===== src/rtl/cfg_mux_bank_pkg.sv =====
// Shared types and helpers for the serially reconfigurable mux bank.
package cfg_mux_bank_pkg;

    typedef enum logic [1:0] {
        IDLE  = 2'd0,
        SHIFT = 2'd1,
        FULL  = 2'd2
    } state_t;

    function automatic int sel_w(input int n);
        return $clog2(n);
    endfunction

endpackage


===== src/rtl/cfg_mux_channel.sv =====
// One N_IN:1 routing mux; with CFG_MUX_BANK_REG_OUT_EN defined the output is registered.
module cfg_mux_channel
    import cfg_mux_bank_pkg::*;
#(
    parameter int N_IN  = 16,
    parameter int SEL_W = 4
) (
`ifdef CFG_MUX_BANK_REG_OUT_EN
    input  logic             clk_i,
    input  logic             rst_i,
`endif
    input  logic [N_IN-1:0]  in_i,
    input  logic [SEL_W-1:0] sel_i,
    output logic             out_o
);

`ifdef CFG_MUX_BANK_REG_OUT_EN
    logic out_q;

    always_ff @(posedge clk_i or posedge rst_i) begin
        if (rst_i) begin
            out_q <= 1'b0;
        end else begin
            out_q <= in_i[sel_i];
        end
    end

    assign out_o = out_q;
`else
    assign out_o = in_i[sel_i];
`endif

endmodule


===== src/rtl/cfg_mux_bank.sv =====
// Bank of CHANNELS muxes whose selects come from a double-buffered, serially loaded
// configuration register. Optional macro: CFG_MUX_BANK_REG_OUT_EN (registered outputs).
module cfg_mux_bank
    import cfg_mux_bank_pkg::*;
#(
    parameter  int N_IN       = 16,
    parameter  int CHANNELS   = 4,
    localparam int SEL_W      = sel_w(N_IN),
    localparam int TOTAL_BITS = CHANNELS * SEL_W
) (
    input  logic                       clk_i,
    input  logic                       rst_i,
    input  logic [CHANNELS*N_IN-1:0]   in_i,
    output logic [CHANNELS-1:0]        out_o,
    input  logic                       cfg_valid_i,
    input  logic                       cfg_data_i,
    output logic                       cfg_ready_o,
    input  logic                       cfg_commit_i,
    output logic                       cfg_done_o,
    output logic                       cfg_err_o,
    output logic [TOTAL_BITS-1:0]      sel_active_o
);

    localparam int CNT_W = $clog2(TOTAL_BITS + 1);

    state_t                state_q;
    logic [TOTAL_BITS-1:0] shadow_q;
    logic [TOTAL_BITS-1:0] shadow_d;
    logic [TOTAL_BITS-1:0] active_q;
    logic [CNT_W-1:0]      cnt_q;
    logic [CNT_W-1:0]      cnt_d;
    logic                  ready_q;
    logic                  done_q;
    logic                  err_q;
    logic                  accept;

    // The sized cast drops the outgoing MSB, which also covers the single-bit register case.
    assign shadow_d = TOTAL_BITS'({shadow_q, cfg_data_i});
    assign cnt_d    = cnt_q + CNT_W'(1);
    assign accept   = cfg_valid_i && ready_q;

    // A commit in IDLE/SHIFT is checked before any same-cycle shift, so it wins and drops the bit.
    always_ff @(posedge clk_i or posedge rst_i) begin
        if (rst_i) begin
            state_q  <= IDLE;
            shadow_q <= '0;
            active_q <= '0;
            cnt_q    <= '0;
            ready_q  <= 1'b1;
            done_q   <= 1'b0;
            err_q    <= 1'b0;
        end else begin
            done_q <= 1'b0;
            err_q  <= 1'b0;
            case (state_q)
                IDLE, SHIFT: begin
                    if (cfg_commit_i) begin
                        err_q   <= 1'b1;
                        cnt_q   <= '0;
                        state_q <= IDLE;
                    end else if (accept) begin
                        shadow_q <= shadow_d;
                        cnt_q    <= cnt_d;
                        if (cnt_d == CNT_W'(TOTAL_BITS)) begin
                            state_q <= FULL;
                            ready_q <= 1'b0;
                        end else begin
                            state_q <= SHIFT;
                        end
                    end
                end
                FULL: begin
                    if (cfg_commit_i) begin
                        active_q <= shadow_q;
                        done_q   <= 1'b1;
                        cnt_q    <= '0;
                        state_q  <= IDLE;
                        ready_q  <= 1'b1;
                    end
                end
                default: begin
                    state_q <= IDLE;
                    cnt_q   <= '0;
                    ready_q <= 1'b1;
                end
            endcase
        end
    end

    assign cfg_ready_o  = ready_q;
    assign cfg_done_o   = done_q;
    assign cfg_err_o    = err_q;
    assign sel_active_o = active_q;

    for (genvar c = 0; c < CHANNELS; c++) begin : g_chan
        cfg_mux_channel #(
            .N_IN  (N_IN),
            .SEL_W (SEL_W)
        ) u_chan (
`ifdef CFG_MUX_BANK_REG_OUT_EN
            .clk_i (clk_i),
            .rst_i (rst_i),
`endif
            .in_i  (in_i[c*N_IN +: N_IN]),
            .sel_i (active_q[c*SEL_W +: SEL_W]),
            .out_o (out_o[c])
        );
    end

endmodule


===== config.mk =====
export PLATFORM = sky130hd
export DESIGN_NAME = cfg_mux_bank
export DESIGN_NICKNAME = d
export VERILOG_FILES = /design/src/rtl/cfg_mux_bank_pkg.sv /design/src/rtl/cfg_mux_channel.sv /design/src/rtl/cfg_mux_bank.sv
export SDC_FILE = /design/constraint.sdc
export NUM_CORES = 1
export LEC_CHECK = 0
export BUFFER_PORTS_ARGS = -buffer_cell sky130_fd_sc_hd__buf_2
export CAP_MARGIN = 20
export CELL_PAD_IN_SITES_DETAIL_PLACEMENT = 0
export CELL_PAD_IN_SITES_GLOBAL_PLACEMENT = 2
export CORE_MARGIN = 5
export CORE_UTILIZATION = 33
export CTS_BUF_LIST = sky130_fd_sc_hd__clkbuf_2
export DETAILED_ROUTE_END_ITERATION = 7
export PLACE_DENSITY = 0.9
export SYNTH_ARGS = -nofsm -noshare
export SYNTH_HDL_FRONTEND = slang
export SYNTH_SLANG_ARGS = --single-unit

===== constraint.sdc =====
create_clock -name clk_i -period 2.2 [get_ports clk_i]
set_clock_uncertainty 0.1 [all_clocks]
set_input_delay 0.22 -clock clk_i [delete_from_list [all_inputs] [get_ports clk_i]]
set_output_delay 0.22 -clock clk_i [all_outputs]
set_load 0.02 [all_outputs]

=== After elaboration in Yosys (flattened, before gate mapping) ===
Cells that the tools add are included.

* Register bits: 42
* Input bits: 69
* Output and inout port bits: 23
* Word-level logic and storage cells: 53

* Add/sub/neg operators: 1
* $lt $le $gt $ge: 4
* Equality and inequality tests: 8
* Multiplexer cells: 25
* Bitwise operators: 1
* Reductions and logical operators: 7

{| class="wikitable"
|+ Operator list
! kind !! count
|-
| $lt 4x5->1 const B || 4
|-
| $bmux 1 s4 || 4
|-
| $mux 5 || 3
|-
| $mux 1 || 11
|-
| $pmux 5 s2 || 1
|-
| $mux 2 || 4
|-
| $ne 2x2->1 const B || 4
|-
| $add 5x1->5 const B || 1
|-
| $eq 5x5->1 const B || 1
|-
| $pmux 2 s2 || 1
|-
| $reduce_and 2->1 || 2
|-
| $reduce_and 4->1 || 1
|-
| $ne 3x3->1 const B || 1
|-
| $reduce_and 3->1 || 1
|-
| $eq 2x1->1 const B || 1
|-
| $eq 2x2->1 const B || 1
|-
| $logic_not 2->1 || 1
|-
| $pmux 1 s2 || 1
|-
| $reduce_or 2->1 || 1
|-
| $logic_and 1x1->1 || 1
|-
| $not 1->1 || 1
|}

=== Depth between registers and ports, before layout ===
* Word-level depth: 6
* Depth in mapped cells: 5

=== Hierarchy ===
A second synthesis with hierarchy kept.

* Cell total of the unflattened synthesis: 145
* Area total of the unflattened synthesis: 2275.9 um^2

{| class="wikitable"
|+ Modules (own cells, without submodules)
! module !! times used !! cells an instance !! area an instance (um^2) !! sequential area each (um^2)
|-
| cfg_mux_bank || 1 || 117 || 1735.4 || 1052.3
|-
| cfg_mux_channel || 4 || 7 || 135.1 || 0.0
|}

=== Worst setup path before layout ===
No wires, ideal clock.

* Kind: reg-to-output
* Start point: reg active_q[0], in the netlist sel_active_o[0]
* End point: out out_o[0]
* Data arrival time: 1472 ps
* Required time: 1880 ps
* Setup slack: 408 ps
* Cell stages (with the launch flop): 5
* Cells stage by stage: dfrtp_1 -> mux4_2 -> mux2i_1 -> mux2i_1 -> buf_4

* Cells in the longest elaborated chain, start to end: 2

{| class="wikitable"
|+ Ends and longest elaborated chain
! what !! line !! RTL
|-
| from (decl) || cfg_mux_bank.sv:29 || <nowiki>logic [TOTAL_BITS-1:0] active_q;</nowiki>
|-
| from (signal assigned) || cfg_mux_bank.sv:74 || <nowiki>active_q <= shadow_q;</nowiki>
|-
| $bmux 1 s4 || cfg_mux_channel.sv:30 || <nowiki>assign out_o = in_i[sel_i];</nowiki>
|-
| $mux 1 (implied by the code) || cfg_mux_channel.sv:30 ||
|-
| to (decl) || cfg_mux_bank.sv:14 || <nowiki>output logic [CHANNELS-1:0] out_o,</nowiki>
|}

No other way between the ends. The select of a mux whose other input is x is not followed.

=== Worst setup path in the final report ===
* Start point: reg active_q[4], in the netlist sel_active_o[4]
* End point: out out_o[1]

The elaborated chain is that of the path after synthesis.

==> flow_summary_export.csv <==
group,metric,value,unit
clock_network,cts-htree-levels,2,
place,place_hpwl,3.919,mm
global_route,track_usage,0.1192,
worst_setup_path,path_class,"flip-flop to output port",
power,clockPowerShare,0.291,
global_route,grt_overflow,0,
worst_setup_path,critPathMaxFanout,6,
clock_network,clkLatencyLatePin,0.38,ns
logic_synthesis,ys_seq_elements,42,
logic_synthesis,synth_top_area_frac,0.4457,
power,peakVddDrop,0.2562,mV
worst_setup_path,startpoint_type,"flip-flop",
place,io_buffer_count,91,
sta,relSlewSlack,0.5104,
worst_setup_path,worstPathRequired,1.88,ns
global_route,grt_pass1_wl,8.431,mm
floorplan,die_area,0.008747,mm^2
route,wl,5.013,mm
global_route,top_usage_layer,"met2",
logic_synthesis,yosysWarnings,0,
logic_synthesis,synth_area,0.002302,mm^2
logic_synthesis,synthesis.nets,220,
power,powerDensity,633.4,mW/mm^2
floorplan,core-area,0.006794,mm^2
layout,area_growth,29.02,%
logic_synthesis,ys_seq_area_frac,0.4571,
global_route,grt_use_met1,0.1394,
power,p_sw,0.4507,mW
route,wl_per_cell,14.66,um
logic_synthesis,yosys_most_used_dff,"dfrtp_1",
route,dr.pass1.iters,4,
clock_network,clockBufferDepth,2,
logic_synthesis,synth_edf_count,0,
place,gp_congestion,0.7031,
sta,holdWs,0.04735,ns
logic_synthesis,yosysUniqueCellTypes,31,
sta,finalWorstSetupSlack,0.06325,ns
layout,fin_nets,315,
sta,fmax,468.0,MHz
logic_synthesis,avgSynthCellArea,15.35,um^2
clock_network,cts_tree,"done",
worst_setup_path,cp.arrival,1.82,ns
floorplan,core.rowCount,30,
sta,slew_viol_final,0,
layout,diodes,0,
min_path,hold_class,"input port to flip-flop",
layout,final_layout_size_suffix_gt1_frac,0.6341,
global_route,grtUsageMet2,0.2126,
global_route,grt_max_degree,26,
route,drc,0,
route,dr_total_vias,1623,
clock_network,clkSlewWorstSetupHoldPaths,0.20,ns
route,viasPerCell,4.746,
power,cellLeakagePower,1.457,nW
clock_network,cts_buffers,5,
global_route,grt_pass1_vias,1776,
sta,period_minus_slack,2.137,ns
sta,finalSetupViolations,0,
route,dr.first_iter.drc_count,33,
power,sw_frac_of_total,0.2396,
sta,grt_setup_unrepaired,"yes",
sta,min_period_over_period,0.9712,
place,dp_slack,0.3927,ns
power,total_power,1.882,mW
floorplan,die_h,93.53,um
clock_network,clock_sinks,42,
power,pwr-share-seq,0.536,
layout,n_fill_cell,652,
logic_synthesis,synthesis.instances,150,
power,p_int,1.431,mW
run_status,outcome,"completed",
floorplan,boundaryPins,92,
floorplan,start_util,0.3389,
logic_synthesis,synthArstFlopShare,1.000,
sta,tightest_slew,0.7299,ns
global_route,antenna_found_initial,0,
power,combPwrFrac,0.173,
logic_synthesis,synth.most_common_cell,"dfrtp_1",
run,maxCapViolations,0,
floorplan,die_w,93.53,um
logic_synthesis,synthTopCellsByArea,"dfrtp_1, mux4_2, mux2_4, mux2i_1, mux2_2",
global_route,gr-usage-met3,0.03781,
clock_network,clock-root-buffer,"clkbuf_2",
logic_synthesis,yosysTopAreaCell,"dfrtp_1",
logic_synthesis,synth_common_cells,"dfrtp_1, mux2_4, mux4_2",
sta,hold_violations,0,
worst_setup_path,end_kind,"output port",
route,ant_nets,0,
==> routing by layer <==
metal  vias up  share of wire
li1        764              -
met1       792           0.38
met2        61           0.51
met3         6          0.093
met4         0         0.0088
met5         -              0
==> worst max-delay path, stage by stage (launching register included) <==
cell     delay [ns]
dfrtp_2        0.50
mux4_2         0.52
mux2i_1        0.16
mux2i_1        0.09
buf_2          0.16
==> what timing repair did <==
action,in CTS,in global routing
resized for setup,4,0
buffers inserted,0,1
hold endpoints to repair,18,0
endpoints found under the setup margin,4,4
hold buffers,2,0
==> power by group through the flow <==
stage               registers [mW]  logic (mW)  clock network, mW
finish                        1.01       0.325              0.548
global route                  1.03       0.357              0.602
CTS                           1.01       0.331              0.566
detailed placement            1.02       0.325                  0
global placement              1.01       0.315                  0
floorplan                    0.981       0.243                  0
==> kinds of logic (layout without fill, tap and decap cells) <==
kind of cell / after synthesis / in the layout / share of synthesized area
multiplexers: 62 / 62 / 0.4049
buffers and inverters: 14 / 110 / 0.04619
flip-flops: 42 / 42 / 0.4571
AND/OR/NAND/NOR: 20 / 20 / 0.04783
AO/OA/AOI/OAI: 11 / 11 / 0.03858
adder cells (fa/ha/maj): 1 / 1 / 0.005434
==> layout make-up <==
type / instances / area [um^2] / share of cell area
clock buffer: 5 / 25.02 / 0.008425
clock inverter: 3 / 63.81 / 0.02148
inverter: 6 / 22.52 / 0.007582
multi-input combinational: 94 / 1159 / 0.3901
sequential: 42 / 1057 / 0.3559
tap: 96 / 120.1 / 0.04044
timing repair buffer: 96 / 523.0 / 0.1761
==> state kept, by name, summed over array words and instances (netlist names) <==
register	flops
cfg_ready_o	1
sel_active_o	16
cnt_q	5
cfg_err_o	1
cfg_done_o	1
state_q	2
shadow_q	16
==> per-stage QoR <==
stage	util	setup TNS (ns)	cells	area (um^2)
after global routing	0.4372	-0.2777	342	2970
after global placement	0.4193	0	331	2849
after detailed placement	0.4193	0	331	2849
after CTS	0.4361	-0.003557	341	2963
final	0.4372	0	342	2970
after floorplan	-	0	150	2302
==> path summary, 6_finish.rpt <==
kind | slack, ns | cells past startpoint | startpoint | to
setup reg to reg | 0.51 | 3 | state_q[1] | sel_active_o[12]
max in group asynchronous | 1.20 | 4 | rst_i | sel_active_o[12]
hold reg to reg | 0.41 | 2 | cfg_ready_o | cfg_ready_o
hold / removal | 0.05 | 3 | cfg_commit_i | state_q[0]
min in group asynchronous | 0.28 | 3 | rst_i | shadow_q[0]
setup / recovery | 0.06 | 4 | sel_active_o[4] | out_o[1]
==> placed cells by master, fill, tap and decap left out, types with 4 or more instances in the layout <==
master / Yosys / routed
buf_2: 0 / 91
dfrtp_1: 41 / 37
mux2_4: 19 / 19
mux4_2: 16 / 16
mux2i_1: 14 / 14
mux2_2: 12 / 12
inv_1: 6 / 5
clkbuf_2: 0 / 5
nand2_1: 4 / 4
dfrtp_2: 0 / 4
Power figures use the tool's default switching activity.
